### src/rtl/rotate_pkg.sv
// Shared types and defaults for the image-rotate sequencing controller.
package rotate_pkg;

  localparam int DIM_W_DEF  = 12;
  localparam int ADDR_W_DEF = 32;
  localparam int DATA_W_DEF = 8;

  typedef enum logic [1:0] {
    ROT_COPY = 2'b00,
    ROT_90   = 2'b01,
    ROT_180  = 2'b10,
    ROT_270  = 2'b11
  } rot_mode_e;

  typedef enum logic [2:0] {
    ST_IDLE  = 3'd0,
    ST_CHECK = 3'd1,
    ST_RD    = 3'd2,
    ST_WR    = 3'd3,
    ST_DONE  = 3'd4
  } rot_state_e;

endpackage

### src/rtl/rotate_addr_gen.sv
// Raster x/y walker with running source and rotated destination offsets.
// init_i loads the per-mode anchor; step_i advances one pixel.
module rotate_addr_gen
  import rotate_pkg::*;
#(
  parameter int DIM_W  = DIM_W_DEF,
  parameter int ADDR_W = ADDR_W_DEF
) (
  input  logic              clk_i,
  input  logic              rst_ni,
  input  logic              init_i,
  input  logic              step_i,
  input  logic [1:0]        mode_i,
  input  logic [DIM_W-1:0]  width_i,
  input  logic [DIM_W-1:0]  height_i,
  output logic [ADDR_W-1:0] src_off_o,
  output logic [ADDR_W-1:0] dst_off_o,
  output logic              last_o
);

  localparam logic [ADDR_W-1:0] ADDR_ONE = ADDR_W'(1);
  localparam logic [DIM_W-1:0]  DIM_ONE  = DIM_W'(1);

  logic [DIM_W-1:0]   x_q, x_d, y_q, y_d;
  logic [ADDR_W-1:0]  src_q, src_d, dst_q, dst_d, row_q, row_d;
  logic [2*DIM_W-1:0] area_s;
  logic [ADDR_W-1:0]  h_s, area_ext_s;
  logic               x_end_s, y_end_s;

  // The image area is needed once, as the starting anchor for 180/270;
  // every per-pixel step afterwards is a plain add/subtract.
  assign area_s     = {{DIM_W{1'b0}}, width_i} * {{DIM_W{1'b0}}, height_i};
  assign area_ext_s = ADDR_W'(area_s);
  assign h_s        = ADDR_W'(height_i);
  assign x_end_s    = (x_q == width_i - DIM_ONE);
  assign y_end_s    = (y_q == height_i - DIM_ONE);

  assign src_off_o = src_q;
  assign dst_off_o = dst_q;
  assign last_o    = x_end_s & y_end_s;

  always_comb begin
    x_d   = x_q;
    y_d   = y_q;
    src_d = src_q;
    dst_d = dst_q;
    row_d = row_q;
    if (init_i) begin
      x_d   = '0;
      y_d   = '0;
      src_d = '0;
      case (rot_mode_e'(mode_i))
        ROT_90:  begin row_d = h_s - ADDR_ONE;        dst_d = h_s - ADDR_ONE;        end
        ROT_180: begin row_d = '0;                    dst_d = area_ext_s - ADDR_ONE; end
        ROT_270: begin row_d = area_ext_s - h_s;      dst_d = area_ext_s - h_s;      end
        default: begin row_d = '0;                    dst_d = '0;                    end
      endcase
    end else if (step_i) begin
      src_d = src_q + ADDR_ONE;
      if (x_end_s) begin
        x_d = '0;
        y_d = y_q + DIM_ONE;
      end else begin
        x_d = x_q + DIM_ONE;
      end
      // row_q tracks the column-0 offset of the current source row for 90/270
      case (rot_mode_e'(mode_i))
        ROT_90: begin
          if (x_end_s) begin
            row_d = row_q - ADDR_ONE;
            dst_d = row_q - ADDR_ONE;
          end else begin
            dst_d = dst_q + h_s;
          end
        end
        ROT_180: dst_d = dst_q - ADDR_ONE;
        ROT_270: begin
          if (x_end_s) begin
            row_d = row_q + ADDR_ONE;
            dst_d = row_q + ADDR_ONE;
          end else begin
            dst_d = dst_q - h_s;
          end
        end
        default: dst_d = dst_q + ADDR_ONE;
      endcase
    end else begin
      src_d = src_q;
    end
  end

  always_ff @(posedge clk_i or negedge rst_ni) begin
    if (!rst_ni) begin
      x_q   <= '0;
      y_q   <= '0;
      src_q <= '0;
      dst_q <= '0;
      row_q <= '0;
    end else begin
      x_q   <= x_d;
      y_q   <= y_d;
      src_q <= src_d;
      dst_q <= dst_d;
      row_q <= row_d;
    end
  end

endmodule

### src/rtl/rotate_ctrl.sv
// Image-rotate sequencer: one read then one write per source pixel,
// with zero-size rejection, deferred abort and a sticky interrupt.
module rotate_ctrl
  import rotate_pkg::*;
#(
  parameter int DIM_W  = DIM_W_DEF,
  parameter int ADDR_W = ADDR_W_DEF,
  parameter int DATA_W = DATA_W_DEF
) (
  input  logic              I_PCLK,
  input  logic              I_PRESET_N,
  input  logic              I_START,
  input  logic              I_ABORT,
  input  logic [1:0]        I_MODE,
  input  logic [DIM_W-1:0]  I_WIDTH,
  input  logic [DIM_W-1:0]  I_HEIGHT,
  input  logic [ADDR_W-1:0] I_SRC_BASE,
  input  logic [ADDR_W-1:0] I_DST_BASE,
  input  logic              I_IRQ_CLR,
  output logic              O_RD_REQ,
  output logic [ADDR_W-1:0] O_RD_ADDR,
  input  logic              I_RD_ACK,
  input  logic [DATA_W-1:0] I_RD_DATA,
  output logic              O_WR_REQ,
  output logic [ADDR_W-1:0] O_WR_ADDR,
  output logic [DATA_W-1:0] O_WR_DATA,
  input  logic              I_WR_ACK,
  output logic              O_BUSY,
  output logic              O_DONE,
  output logic              O_ERR,
  output logic              O_ABORTED,
  output logic              O_IRQ
);

  rot_state_e        state_q, state_d;
  logic [1:0]        mode_q, mode_d;
  logic [DIM_W-1:0]  w_q, w_d, h_q, h_d;
  logic [ADDR_W-1:0] src_q, src_d, dst_q, dst_d;
  logic [DATA_W-1:0] pix_q, pix_d;
  logic              abort_q, abort_d, err_q, err_d, aborted_q, aborted_d, irq_q, irq_d;
  logic              busy_s, abort_seen_s, init_s, step_s, last_s;
  logic [ADDR_W-1:0] src_off_s, dst_off_s;

  assign busy_s       = (state_q == ST_CHECK) || (state_q == ST_RD) || (state_q == ST_WR);
  assign abort_seen_s = abort_q | I_ABORT;
  assign init_s       = (state_q == ST_CHECK);

  rotate_addr_gen #(
    .DIM_W  (DIM_W),
    .ADDR_W (ADDR_W)
  ) u_addr_gen (
    .clk_i     (I_PCLK),
    .rst_ni    (I_PRESET_N),
    .init_i    (init_s),
    .step_i    (step_s),
    .mode_i    (mode_q),
    .width_i   (w_q),
    .height_i  (h_q),
    .src_off_o (src_off_s),
    .dst_off_o (dst_off_s),
    .last_o    (last_s)
  );

  always_comb begin
    state_d   = state_q;
    mode_d    = mode_q;
    w_d       = w_q;
    h_d       = h_q;
    src_d     = src_q;
    dst_d     = dst_q;
    pix_d     = pix_q;
    err_d     = err_q;
    aborted_d = aborted_q;
    step_s    = 1'b0;
    abort_d   = (busy_s && I_ABORT) ? 1'b1 : abort_q;
    case (state_q)
      ST_IDLE: begin
        if (I_START) begin
          state_d   = ST_CHECK;
          mode_d    = I_MODE;
          w_d       = I_WIDTH;
          h_d       = I_HEIGHT;
          src_d     = I_SRC_BASE;
          dst_d     = I_DST_BASE;
          err_d     = 1'b0;
          aborted_d = 1'b0;
          abort_d   = 1'b0;
        end else begin
          state_d = ST_IDLE;
        end
      end
      ST_CHECK: begin
        if (abort_seen_s) begin
          state_d   = ST_DONE;
          aborted_d = 1'b1;
        end else if ((w_q == '0) || (h_q == '0)) begin
          state_d = ST_DONE;
          err_d   = 1'b1;
        end else begin
          state_d = ST_RD;
        end
      end
      ST_RD: begin
        if (I_RD_ACK) begin
          pix_d   = I_RD_DATA;
          state_d = ST_WR;
        end else begin
          state_d = ST_RD;
        end
      end
      ST_WR: begin
        // abort only takes effect here, after the write handshake completes
        if (I_WR_ACK) begin
          if (last_s || abort_seen_s) begin
            state_d   = ST_DONE;
            aborted_d = abort_seen_s;
          end else begin
            step_s  = 1'b1;
            state_d = ST_RD;
          end
        end else begin
          state_d = ST_WR;
        end
      end
      ST_DONE: state_d = ST_IDLE;
      default: state_d = ST_IDLE;
    endcase
    if (state_q == ST_DONE) begin
      irq_d = 1'b1;
    end else if (I_IRQ_CLR) begin
      irq_d = 1'b0;
    end else begin
      irq_d = irq_q;
    end
  end

  always_ff @(posedge I_PCLK or negedge I_PRESET_N) begin
    if (!I_PRESET_N) begin
      state_q   <= ST_IDLE;
      mode_q    <= '0;
      w_q       <= '0;
      h_q       <= '0;
      src_q     <= '0;
      dst_q     <= '0;
      pix_q     <= '0;
      abort_q   <= 1'b0;
      err_q     <= 1'b0;
      aborted_q <= 1'b0;
      irq_q     <= 1'b0;
    end else begin
      state_q   <= state_d;
      mode_q    <= mode_d;
      w_q       <= w_d;
      h_q       <= h_d;
      src_q     <= src_d;
      dst_q     <= dst_d;
      pix_q     <= pix_d;
      abort_q   <= abort_d;
      err_q     <= err_d;
      aborted_q <= aborted_d;
      irq_q     <= irq_d;
    end
  end

  assign O_RD_REQ  = (state_q == ST_RD);
  assign O_RD_ADDR = O_RD_REQ ? (src_q + src_off_s) : '0;
  assign O_WR_REQ  = (state_q == ST_WR);
  assign O_WR_ADDR = O_WR_REQ ? (dst_q + dst_off_s) : '0;
  assign O_WR_DATA = O_WR_REQ ? pix_q : '0;
  assign O_BUSY    = busy_s;
  assign O_DONE    = (state_q == ST_DONE);
  assign O_ERR     = err_q;
  assign O_ABORTED = aborted_q;
  assign O_IRQ     = irq_q;

endmodule

### config.mk
export PLATFORM = sky130hd
export DESIGN_NAME = rotate_ctrl
export DESIGN_NICKNAME = d
export VERILOG_FILES = /design/src/rtl/rotate_pkg.sv /design/src/rtl/rotate_addr_gen.sv /design/src/rtl/rotate_ctrl.sv
export SDC_FILE = /design/constraint.sdc
export NUM_CORES = 1
export LEC_CHECK = 0
export CAP_MARGIN = 0
export CORE_MARGIN = 2
export CORE_UTILIZATION = 40
export DETAILED_ROUTE_END_ITERATION = 12
export GPL_TIMING_DRIVEN = 0
export PLACE_DENSITY_LB_ADDON = 0.12
export SETUP_SLACK_MARGIN = 0.1
export SLEW_MARGIN = 20
export SYNTH_ARGS = -nofsm -noshare
export SYNTH_HDL_FRONTEND = slang
export SYNTH_SLANG_ARGS = --single-unit
### constraint.sdc
create_clock -name I_PCLK -period 8.5 [get_ports I_PCLK]
set_clock_uncertainty 0.2 [all_clocks]
set_input_delay 1.7 -clock I_PCLK [delete_from_list [all_inputs] [get_ports I_PCLK]]
set_output_delay 1.7 -clock I_PCLK [all_outputs]
set_load 0.02 [all_outputs]
; ---- Yosys cells after proc, flatten, opt, wreduce, memory -nomap -nowiden
; Cells that the tools add are included.
[word_totals]
reg_bits = 225
latch_bits = 0
ramBits = 0
rom_bits = 0
inputBits = 105
out_inout_bits = 79
word_cells = 118
memories = 0
[classes]
addsub = 16
multipliers = 1
div_mod_pow = 0
magnitude_cmp = 0
eq_ne = 17
shifts = 0
muxes = 46
bitwise = 2
reduce_logical = 20
[op_table]
columns = operator, n
row1 = 32-bit two-way mux, 12
row2 = 32-bit case mux with 3 select lines, 2
row3 = 32-bit case mux with 2 select lines, 2
row4 = "32-bit by 1-bit adder with 32-bit output, second input constant", 3
row5 = 12-bit two-way mux, 6
row6 = 32-bit adder, 2
row7 = "32-bit by 1-bit subtractor with 32-bit output, second input constant", 2
row8 = 32-bit by 12-bit adder with 32-bit output, 1
row9 = 32-bit by 12-bit subtractor with 32-bit output, 1
row10 = "24-bit by 1-bit subtractor with 25-bit output, second input constant", 1
row11 = 24-bit by 12-bit subtractor with 25-bit output, 1
row12 = "12-bit by 1-bit adder with 12-bit output, second input constant", 2
row13 = 12-bit == test, 2
row14 = 12-bit zero test, 2
row15 = 12-bit by 12-bit multiplier with 24-bit output, 1
row16 = "12-bit by 1-bit subtractor with 12-bit output, second input constant", 2
row17 = 1-bit two-way mux, 16
row18 = "12-bit by 1-bit subtractor with 13-bit output, second input constant", 1
row19 = 3-bit two-way mux, 4
row20 = 3-bit case mux with 4 select lines, 1
row21 = 8-bit two-way mux, 1
row22 = 4-bit AND reduction, 2
row23 = 2-bit nonzero test, 4
row24 = "3-bit by 2-bit == test with 1-bit output, second input constant", 2
row25 = 17 further kinds, 29

; ---- Logic depth before layout (Yosys ltp)
[logic_depth]
word_depth = 9
depth_mapped = 28
depth_no_buf = 26

; ---- Modules after synthesis
; Synthesis repeated with hierarchy kept, for this count alone.
[unflattened]
hier_cells = 3256
hier_area_um2 = 26387.8
[modules_own_cells]
columns = module, instances, cells_per_inst, area_per_inst_um2, seq_area_each_um2
row1 = rotate_addr_gen, 1, 2428, 18580.3, 3002.9
row2 = rotate_ctrl, 1, 828, 7807.5, 2627.5

; ---- Worst setup path after synthesis
; No wires, ideal clock.
[synth_path]
kind = register to register
start = register w_q[2]
end = register u_addr_gen.dst_q[21], in the netlist u_addr_gen.dst_off_o[21]
setup_time_ps = 132
t_arrival_ps = 6636
t_required_ps = 8168
setup_slack_ps = 1532
path_stages_with_launch = 27
n_path_buf = 3
synth_period_minus_slack_ps = 6968
path_cell_list = dfrtp_1 clkbuf_1 clkbuf_1 nand2_1 fa_1 fa_1 fa_1 inv_1 fa_1 inv_1 fa_1 inv_1 ha_1 clkbuf_1 and2_1 a221oi_2 xnor2_1 ha_1 and2_1 a221o_1 a31oi_1 o211ai_1 nor2_1 nand3_1 xor2_1 a221oi_1 o2bb2ai_1
[synth_between]
elab_chain_cells = 8
word_cells_on_any_way = 17
classes_between = add/sub (3) / mul (1) / eq/ne (1) / mux (9) / bitwise (1) / reduce/logical (2)
[synth_rtl]
columns = element, line_no
row1 = start: declaration, rotate_ctrl.sv:37  ; logic [DIM_W-1:0] w_q, w_d, h_q, h_d;
row2 = start signal: assignment, rotate_ctrl.sv:153  ; w_q <= w_d;
row3 = "parallel branches: the longest is 8 deep, another holds 24-bit by 12-bit subtractor with 25-bit output", n/a
row4 = end signal: assignment, rotate_addr_gen.sv:103  ; dst_q <= dst_d;
row5 = end: declaration, rotate_addr_gen.sv:25  ; logic [ADDR_W-1:0] src_q, src_d, dst_q, dst_d, row_q, row_d;
; Parallel ways; which one is timed is not known. The select of a mux whose other input is x is not followed.
; A chain may end at the register's enable or synchronous reset.

; ---- Worst setup path after layout
[layout_path]
start = register w_q[6]
end = register u_addr_gen.dst_q[21], in the netlist u_addr_gen.dst_off_o[21]
; Same word-level chain as after synthesis.

==> out/metrics.yaml <==
finalSetupViolCount: 0
timing.fmax_ghz: 0.125
clock_latency_ns: 0.61
cts_root_buf: "clkbuf_16"
antenna_found_initial: 2
syn_area_per_cell_um2: 8.12
io_pins: 184
post-place-ws_ns: -0.179
hpwl_um: 78300
cp_slowest_stage_delay_ns: 0.56
grt_max_degree: 95
dieHeight_um: 258
cts_hold_buf: 0
clk_pin_slew_ns: 0.06
yosys_warnings: 0
setup_slack_ns: 0.513
first_iter_violations: 2269
period_minus_slack_ns: 7.99
synthArstFlopShare: 1.00
syn_area_mm2: 0.0259
synthTopCellsByArea: "dfrtp_1 (22%), ha_1 (9.6%), fa_1 (8.2%)"
hold_path_class: "flip-flop to flip-flop"
ys_seq_area_frac: 0.218
crit_arrival_ns: 8.25
required_ns: 8.77
synth_cells: 3184
drc_errors: 0
synth_ff_type: "dfrtp_1"
worst_slew_pin_slew_ns: 1.11
synth_top_area_frac: 0.218
hold_viol: 0
start_kind: "flip-flop"
synth_top_area_cell: "dfrtp_1"
grt_pass1_vias: 25068
tns_ns: 0
fp.dieW_um: 258
synth-seq-cells: 225
grt_usage: 0.295
rsz0062_at_grt: "true"
core_area_mm2: 0.0642
nets: 3814
path_class: "flip-flop to flip-flop"
synth_nets: 3593
firstDrtPassIters: 5
grt-ovfl-total: 0
numClockSinks: 225
vias: 25281
cts_inserted_buffers: 31
cpMaxStageDelayCell: "fa_1"
yosysUniqueCellTypes: 98
post-cts-setup-buffers: 0
outcome: "completed"
endpoint_kind: "flip-flop"
cap_violations: 0
areaGrowthSynthToFinish_pct: 16.2
period_share: 0.940
drtAntennaViolNets: 0
wl_um: 99700
die-area_mm2: 0.0667
num_rows: 93
wire_per_inst_um: 23.3
slew_violations: 0
layout.cells.non_filler: 4286
grt_pass1_wl_um: 153000
clk_path_buf_depth: 3
initial_core_util: 0.403
htree_levels: 1
utilization: 0.468
relSlewSlack: 0.262
port_buffers: 183
synth_edf_count: 0
dp.cells: 4228
cts_tree: "built"
gp_congestion: 0.958
vias_per_cell: 5.90
worstPathMaxFanout: 10
crit_top_cell: "fa_1"
drive_above_1_share: 0.0674
## worst max-delay path, delay by kind of cell, from the launching register on
family	cells	cell delay, ns
adder cells (fa/ha/maj)	7	3.12
buffers and inverters	6	1.08
AO/OA/AOI/OAI	6	1.77
AND/OR/NAND/NOR	5	0.92
XOR/XNOR	2	0.44
flip-flops	1	0.32
## per-layer routing
layer  global-route usage  vias up  share of wire
met5                    0        -        0.00012
met4               0.0947        2          0.034
met3               0.0424      191          0.069
met2                0.474      908           0.45
met1                0.408    12513           0.45
li1                     -    11667              -
## synthesized netlist by cell type, types with 40 or more instances
cell type  number
and2_1         71
mux2_2         88
ha_1          198
a21oi_1       196
fa_1          106
nor2_1        288
a21o_1         78
nor3_1         91
o21ai_0       165
nand2_1       311
and3_1         51
a211oi_1       40
inv_1         204
clkbuf_1      151
a31oi_1        43
nand3_1        90
xnor2_1       152
xor2_1        137
dfrtp_1       225
## worst paths after layout
check,from,to,slack [ns],cells after the start
max,w_q[6]$_DFFE_PN0P_,u_addr_gen.dst_off_o[21]$_DFFE_PN0P_,0.51,26
min,O_IRQ$_DFFE_PN0P_,O_IRQ$_DFFE_PN0P_,0.29,1
max reg2reg,w_q[6]$_DFFE_PN0P_,u_addr_gen.dst_off_o[21]$_DFFE_PN0P_,0.51,26
min reg2reg,O_IRQ$_DFFE_PN0P_,O_IRQ$_DFFE_PN0P_,0.29,1
max in group asynchronous,I_PRESET_N,src_q[31]$_DFFE_PN0P_,6.40,2
min in group asynchronous,I_PRESET_N,src_q[15]$_DFFE_PN0P_,0.81,1
## sequential cells by signal (all words and copies together), names as in the netlist, 8 cells and up
signal	cells
dst_q	32
src_q	32
u_addr_gen.dst_off_o	32
u_addr_gen.row_q	32
u_addr_gen.src_off_o	32
h_q	12
u_addr_gen.x_q	12
u_addr_gen.y_q	12
w_q	12
pix_q	8
## what timing repair did
item	4_1_cts	5_1_grt
resized for setup	6	23
setup endpoints to repair	10	23
hold endpoints to repair	0	0
pin swaps	0	0
## logic make-up after synthesis
family | after synthesis | share of synthesized area
multiplexers | 108 | 0.0475
AO/OA/AOI/OAI | 765 | 0.190
XOR/XNOR | 292 | 0.100
flip-flops | 225 | 0.218
AND/OR/NAND/NOR | 1107 | 0.210
adder cells (fa/ha/maj) | 304 | 0.178
buffers and inverters | 383 | 0.0564
## placed cells by master (no fill, tap or decap), types with 40 or more instances in the layout
cell type        instances
and3_1                  51
xor2_1                 136
nor2_1                 287
mux2_2                  88
dfrtp_1                225
fa_1                   106
clkbuf_1               143
a211oi_1                40
xnor2_1                151
nor3_1                  89
a21o_1                  78
nand2_1                311
inv_1                  204
clkdlybuf4s50_1        182
a31oi_1                 43
a21oi_1                195
and2_1                  71
ha_1                   198
o21ai_0                165
nand3_1                 90
## stage by stage
| step | cell area (um2) | hold WS, ns |
|---|---|---|
| 6_report | 30100 | 0.293 |
| 5_1_grt | 30000 | 0.304 |
| 4_1_cts | 30000 | 0.300 |
| 3_5_place_dp | 28900 | 0.284 |
| 3_3_place_gp | 28800 | 0.267 |
| 2_1_floorplan | 25900 | 0.272 |
## layout make-up
cell class	instances	area, um2
clock buffers	41	873
repair buffers	189	1930
diodes	2	5.00
flip-flops and latches	225	5630
well taps	855	1070
clock inverters	16	179
fillers	6433	34200
multi-input cells	2576	18900
plain buffers	173	686
inverters	209	786
Power is not shown: default switching activity piles up to over one toggle a cycle in this logic, so the estimate is an artifact.
